==> config.mk <==
export PLATFORM = sky130hd
export DESIGN_NAME = alu_exec_ctrl
export DESIGN_NICKNAME = d
export VERILOG_FILES = /design/src/rtl/alu_exec_ctrl.sv
export SDC_FILE = /design/constraint.sdc
export NUM_CORES = 1
export LEC_CHECK = 0
export CORE_ASPECT_RATIO = 0.9
export CORE_MARGIN = 2
export CORE_UTILIZATION = 30
export CTS_CLUSTER_DIAMETER = 50
export CTS_CLUSTER_SIZE = 12
export DETAILED_ROUTE_END_ITERATION = 8
export PLACE_DENSITY_LB_ADDON = 0.2
export SLEW_MARGIN = 20
export SYNTH_ARGS = -nofsm -noshare
export SYNTH_HDL_FRONTEND = slang
export SYNTH_SLANG_ARGS = --single-unit
==> constraint.sdc <==
create_clock -name clk -period 17.8 [get_ports clk]
set_input_delay 1.78 -clock clk [delete_from_list [all_inputs] [get_ports clk]]
set_output_delay 1.78 -clock clk [all_outputs]
set_load 0.1 [all_outputs]
==> src/rtl/alu_exec_ctrl.sv <==
// alu_exec_ctrl: ALU control decode and execute stage for the multi-cycle
// MIPS datapath.
//   clk, rst               clock (rising edge), async active-high reset
//   in_valid / in_ready    request handshake; in_ready high only in IDLE
//   alu_op, funct          decoded into the 4-bit ALU control code
//   a, b, shamt            operands and shift amount
//   alu_ctrl, result, zero registered outputs of the last completed op
//   out_valid              one-cycle pulse when the outputs are new
//   illegal                last completed op was undecodable
//   busy                   iterative multiply in progress
//   hi, lo                 multiply result registers
module alu_exec_ctrl #(
  parameter int unsigned WIDTH  = 32,
  parameter int unsigned SHW    = $clog2(WIDTH),
  parameter bit          MUL_EN = 1'b1
) (
  input  logic             clk,
  input  logic             rst,
  input  logic             in_valid,
  output logic             in_ready,
  input  logic [1:0]       alu_op,
  input  logic [5:0]       funct,
  input  logic [WIDTH-1:0] a,
  input  logic [WIDTH-1:0] b,
  input  logic [SHW-1:0]   shamt,
  output logic [3:0]       alu_ctrl,
  output logic [WIDTH-1:0] result,
  output logic             zero,
  output logic             out_valid,
  output logic             illegal,
  output logic             busy,
  output logic [WIDTH-1:0] hi,
  output logic [WIDTH-1:0] lo
);

  typedef enum logic [3:0] {
    C_AND   = 4'b0000,
    C_OR    = 4'b0001,
    C_ADD   = 4'b0010,
    C_SLL   = 4'b0011,
    C_SRL   = 4'b0100,
    C_SRA   = 4'b0101,
    C_SUB   = 4'b0110,
    C_SLT   = 4'b0111,
    C_SLTU  = 4'b1000,
    C_MULT  = 4'b1001,
    C_MULTU = 4'b1010,
    C_MFHI  = 4'b1011,
    C_NOR   = 4'b1100,
    C_MFLO  = 4'b1101,
    C_NONE  = 4'b1111
  } alu_ctrl_e;

  typedef enum logic {S_IDLE, S_MUL} state_e;

  state_e             r_state, w_state_nxt;
  alu_ctrl_e          w_ctrl;
  logic               w_illegal, w_is_mul, w_fire, w_mul_last;
  logic [WIDTH-1:0]   w_alu, w_a_mag, w_b_mag;
  logic [2*WIDTH-1:0] w_acc_step, w_prod;

  logic [3:0]         r_alu_ctrl;
  logic [WIDTH-1:0]   r_result, r_hi, r_lo, r_mplier;
  logic               r_zero, r_out_valid, r_illegal, r_signed, r_neg;
  logic [2*WIDTH-1:0] r_mcand, r_acc;
  logic [SHW-1:0]     r_cnt;

  // Decode
  always_comb begin
    w_ctrl = C_NONE;
    unique case (alu_op)
      2'b00: w_ctrl = C_ADD;
      2'b01: w_ctrl = C_SUB;
      2'b11: w_ctrl = C_OR;
      default: begin
        case (funct)
          6'b100000: w_ctrl = C_ADD;
          6'b100010: w_ctrl = C_SUB;
          6'b100100: w_ctrl = C_AND;
          6'b100101: w_ctrl = C_OR;
          6'b100111: w_ctrl = C_NOR;
          6'b101010: w_ctrl = C_SLT;
          6'b101011: w_ctrl = C_SLTU;
          6'b000000: w_ctrl = C_SLL;
          6'b000010: w_ctrl = C_SRL;
          6'b000011: w_ctrl = C_SRA;
          6'b011000: w_ctrl = MUL_EN ? C_MULT  : C_NONE;
          6'b011001: w_ctrl = MUL_EN ? C_MULTU : C_NONE;
          6'b010000: w_ctrl = MUL_EN ? C_MFHI  : C_NONE;
          6'b010010: w_ctrl = MUL_EN ? C_MFLO  : C_NONE;
          default:   w_ctrl = C_NONE;
        endcase
      end
    endcase
  end

  assign w_illegal = (w_ctrl == C_NONE);
  assign w_is_mul  = (w_ctrl == C_MULT) || (w_ctrl == C_MULTU);
  assign w_fire    = in_valid && (r_state == S_IDLE);

  // Single-cycle execute
  always_comb begin
    w_alu = '0;
    case (w_ctrl)
      C_AND:   w_alu = a & b;
      C_OR:    w_alu = a | b;
      C_NOR:   w_alu = ~(a | b);
      C_ADD:   w_alu = a + b;
      C_SUB:   w_alu = a - b;
      C_SLT:   w_alu = {{(WIDTH-1){1'b0}}, ($signed(a) < $signed(b))};
      C_SLTU:  w_alu = {{(WIDTH-1){1'b0}}, (a < b)};
      C_SLL:   w_alu = b << shamt;
      C_SRL:   w_alu = b >> shamt;
      C_SRA:   w_alu = $signed(b) >>> shamt;
      C_MFHI:  w_alu = r_hi;
      C_MFLO:  w_alu = r_lo;
      default: w_alu = '0;
    endcase
  end

  // Signed multiply runs on magnitudes; the sign is reapplied on the final step.
  assign w_a_mag    = (w_ctrl == C_MULT && a[WIDTH-1]) ? -a : a;
  assign w_b_mag    = (w_ctrl == C_MULT && b[WIDTH-1]) ? -b : b;
  assign w_acc_step = r_acc + (r_mplier[0] ? r_mcand : '0);
  assign w_prod     = r_neg ? -w_acc_step : w_acc_step;
  assign w_mul_last = (r_state == S_MUL) && (r_cnt == SHW'(WIDTH - 1));

  // FSM
  always_ff @(posedge clk or posedge rst) begin
    if (rst) r_state <= S_IDLE;
    else     r_state <= w_state_nxt;
  end

  always_comb begin
    w_state_nxt = r_state;
    case (r_state)
      S_IDLE:  if (w_fire && w_is_mul) w_state_nxt = S_MUL;
      S_MUL:   if (w_mul_last) w_state_nxt = S_IDLE;
      default: w_state_nxt = S_IDLE;
    endcase
  end

  // Datapath registers
  always_ff @(posedge clk or posedge rst) begin
    if (rst) begin
      r_alu_ctrl  <= 4'b1111;
      r_result    <= '0;
      r_zero      <= 1'b1;
      r_out_valid <= 1'b0;
      r_illegal   <= 1'b0;
      r_hi        <= '0;
      r_lo        <= '0;
      r_mcand     <= '0;
      r_mplier    <= '0;
      r_acc       <= '0;
      r_signed    <= 1'b0;
      r_neg       <= 1'b0;
      r_cnt       <= '0;
    end else begin
      r_out_valid <= 1'b0;
      if (w_fire) begin
        if (!w_is_mul) begin
          r_alu_ctrl  <= w_ctrl;
          r_illegal   <= w_illegal;
          r_result    <= w_alu;
          r_zero      <= (w_alu == '0);
          r_out_valid <= 1'b1;
        end else begin
          // Visible outputs keep the previous op until the product is ready.
          r_mcand  <= {{WIDTH{1'b0}}, w_a_mag};
          r_mplier <= w_b_mag;
          r_acc    <= '0;
          r_signed <= (w_ctrl == C_MULT);
          r_neg    <= (w_ctrl == C_MULT) && (a[WIDTH-1] ^ b[WIDTH-1]);
          r_cnt    <= '0;
        end
      end else if (r_state == S_MUL) begin
        r_acc    <= w_acc_step;
        r_mcand  <= r_mcand << 1;
        r_mplier <= r_mplier >> 1;
        r_cnt    <= r_cnt + SHW'(1);
        if (w_mul_last) begin
          r_hi        <= w_prod[2*WIDTH-1:WIDTH];
          r_lo        <= w_prod[WIDTH-1:0];
          r_result    <= w_prod[WIDTH-1:0];
          r_zero      <= (w_prod[WIDTH-1:0] == '0);
          r_alu_ctrl  <= r_signed ? C_MULT : C_MULTU;
          r_illegal   <= 1'b0;
          r_out_valid <= 1'b1;
        end
      end
    end
  end

  assign in_ready  = (r_state == S_IDLE);
  assign busy      = (r_state == S_MUL);
  assign alu_ctrl  = r_alu_ctrl;
  assign result    = r_result;
  assign zero      = r_zero;
  assign out_valid = r_out_valid;
  assign illegal   = r_illegal;
  assign hi        = r_hi;
  assign lo        = r_lo;

endmodule

==> summary.md <==
| Metric | Value |
|---|---|
| Status | `finished, final reports clean` |
| CTS Buf Count | `48` |
| EDFF count, synth | `0` |
| Fin. max-slew vios | `0` |
| Setup bufs post-CTS | `0` |
| Final wirelength | `155000 um` |
| Netlist Area Pre-Place | `0.0289 mm2` |
| Dpl hpwl | `122000 um` |
| Clk slew on worst S/H paths | `60 ps` |
| Die W | `331 um` |
| Die area | `0.0989 mm2` |
| Synth Warn # | `0` |
| First-pass DRT Iterations | `9` |
| Setup slack, reg-to-reg | `10850 ps` |
| Crit-path max FO | `13` |
| RSZ-0062 raised after global routing | `no` |
| Setup ws final | `10690 ps` |
| Family with the most delay on the worst path | `compound AO/OA/AOI/OAI gates` |
| Crit path cell chain | `clkdlybuf4s50_1 -> ha_1 -> inv_1 -> fa_1 -> nor2b_1 -> o311ai_0 -> o21ai_0 -> o21ai_0 -> o211ai_1 -> o22ai_1 -> xor2_1 -> a2111oi_0 -> nand4b_1 -> nor4_1 -> nand3b_1 -> o31ai_1` |
| #FFs+latches synth | `271` |
| Startpoint of the worst hold path | `r_mplier[11]` |
| GPL Wtd Cong | `1.07` |
| Per-cell routed wire length | `29.7 um` |
| GRT Util Overall | `30.2%` |
| Yosys top cell area share | `23.0%` |
| Cells after Synth | `3897` |
| Hold Crit Class | `reg -> reg` |
| DIE HEIGHT | `299 um` |
| DRT iter0 DRCs | `4156` |
| Core Box Area | `0.0959 mm2` |
| Ports | `185` |
| Clock sinks | `271` |
| Fraction of layout cells with a size suffix above 1 | `7.35%` |
| Yosys cell types | `95` |
| Initial antenna violation count | `9` |
| Power Density | `127 mW/mm2` |
| Syn nets | `4150` |
| Global-route wire length before repair | `220000 um` |
| Cts repair resizes | `0` |
| WHS Endpoint | `r_mplier[10]` |
| Top cell by count, worst path | `o21ai_0` |
| TritonCTS clock tree | `yes` |
| I/O Buffers | `184` |
| Vias per Instance | `6.10` |
| Seq/Total Area, Yosys | `23.5%` |
| # DRC | `0` |
| Util after Layout | `34.9%` |
| Fin. Hold Viols | `0` |
| Yosys top cell by area | `dfrtp_1` |
| CP Class | `in -> reg` |
| Fin crit period | `7110 ps` |
| Synth area leaders | `dfrtp_1 (23%), nand2_1 (7.6%), o21ai_0 (7.5%)` |
| Critical path's slowest cell | `clkdlybuf4s50_1` |
| Worst path max stage delay | `890 ps` |
| Clk_skew | `23.4 ps` |
| Crit path arrival time | `7640 ps` |
| Root buffer cell | `clkbuf_16` |
| Avg Inst Size Synth | `7.42 um2` |
| Critical path capture point type | `flip-flop` |
| Area delta synth->final | `15.8%` |
| VDD IR max | `0.0725 mV` |
| Post-place setup slack | `10220 ps` |
| Asr flop ratio synth | `100%` |
| Nets@finish | `4162` |
| Vias post-DR | `31782` |
| CTS Buffer Depth | `3` |
| CTS H-tree lvls | `2` |
| Least-Margin Pin Slew | `1130 ps` |
| Largest net degree at the start of global routing | `104` |
| Antenna-violating nets left | `0` |
| Worst path depth | `16` |
| Vias in the first global route | `28833` |
| Max-cap viol count | `0` |
| Cts hold-fix bufs | `0` |
| Initial Utilization | `30.1%` |
| Worst skew pair latency | `620 ps` |
| RR Endpoint | `hi[31]` |
| Worst setup SP type | `input pin` |
| Worst r2r src | `r_mplier[0]` |
| Final Cycle Share | `40.0%` |
| Setup TNS | `0 ps` |
| Leakage | `13.9 nW` |
| Worst hold stages | `2` |
| Bufs and invs on worst path | `2` |
| FF-to-FF path depth | `16` |
| Hold slack | `476 ps` |
| Cell row count | `108` |
| Final setup viols | `0` |
| Relative slew slack | `24.3%` |
| FMAX | `141 MHz` |
| Top_reg_cell synth | `dfrtp_1` |
| CP required | `18330 ps` |
| Gr ovfl total | `0` |
==> synth_stat cells (all sizes together), types with 14 or more instances <==
cell type / count
nand2: 585
o21ai: 448
nor2: 314
a21oi: 285
dfrtp: 266
clkbuf: 256
ha: 170
inv: 130
xnor2: 106
and2: 88
nor3: 81
xor2: 68
nand3: 67
a21o: 65
mux2i: 65
a211oi: 59
o211ai: 53
o31ai: 45
mux4: 44
nand4: 43
nor4: 42
a31oi: 34
o22ai: 33
buf: 32
o21a: 32
or3: 32
nor2b: 29
nand2b: 28
and3: 27
o41ai: 24
mux2: 23
a2111oi: 21
a211o: 19
a22o: 19
o21bai: 19
a22oi: 17
or2: 15
a21boi: 14
a221oi: 14
==> per-stage QoR <==
step	power [mW]	cell area (um2)	std cells
final	4.24	33500	5213
after global routing	4.48	33500	5212
after CTS	4.23	33500	5211
after detailed placement	3.24	31800	5123
after global placement	3.24	31800	5123
after floorplan	2.49	28900	3897
==> layout by cell type (no fill, tap or decap), types with 43 or more instances in the layout <==
master           netlist  final
nor2_1               314    311
a21oi_1              285    285
clkbuf_16              0     48
ha_1                 170    170
mux2i_1               65     65
nand4_1               43     43
nand3_1               67     67
and2_1                87     87
mux4_2                44     44
dfrtp_1              266    264
inv_1                130    127
a211oi_1              57     57
nand2_1              585    581
o21ai_0              431    431
xor2_1                68     68
xnor2_1              106    106
a21o_1                64     64
o211ai_1              53     53
clkdlybuf4s50_1        0    177
nor3_1                81     78
buf_4                  1     69
==> per-layer routing <==
layer	GRT usage [%]	vias to the layer above	part of all wire, %
met1	45.4	15686	47
met5	0	-	0.028
li1	-	14202	-
met4	8.57	6	3.2
met3	9.29	214	11
met2	40.7	1674	39
==> area by class of cell <==
cell class                 instances  area (um2)
antenna                            1        2.50
clock buffer                      54        1250
clock inverter                    34         397
fill                           10272       62500
inverter                         133         507
multi-input combinational       3205       20600
sequential                       271        6790
tap                             1265        1580
timing repair buffer             250        2310
==> sequential cells by signal (all words and copies together), names as in the netlist <==
name	count
hi	32
r_cnt	5
result	32
illegal	1
zero	1
r_signed	1
r_acc	64
alu_ctrl	4
r_mcand	64
out_valid	1
r_mplier	32
lo	32
busy	1
r_neg	1
==> where the power goes <==
| group | internal, mW | switching, mW | total [mW] |
|---|---|---|---|
| registers | 0.808 | 0.152 | 0.960 |
| logic | 0.678 | 1.64 | 2.32 |
| clock network | 0.569 | 0.396 | 0.965 |
| total | 2.06 | 2.19 | 4.24 |
==> cell families after synthesis <==
group                      after synthesis  share of synthesized area [%]
AOI/OAI and AO/OA                     1325                           29.1
adders and majority gates              173                           7.56
muxes                                  132                           6.57
DFF                                    271                           23.5
and+or+nand+nor                       1401                           22.5
buffers and inverters                  421                           5.51
xor gates and xnor gates               174                           5.27
==> worst max path at each step <==
stage,from,endpoint,slack (ps)
after floorplan,rst,busy,8560
after global placement,funct[1],zero,10160
after detailed placement,funct[1],zero,10220
after CTS,b[0],zero,10850
after global routing,b[0],zero,10490
final,b[0],zero,10690
==> tightest hold or removal path: stages (launching register included) <==
cell     delay (ps)
dfrtp_1         330
nand2_1          50
o21ai_0          50
Power figures use the tool's default switching activity.
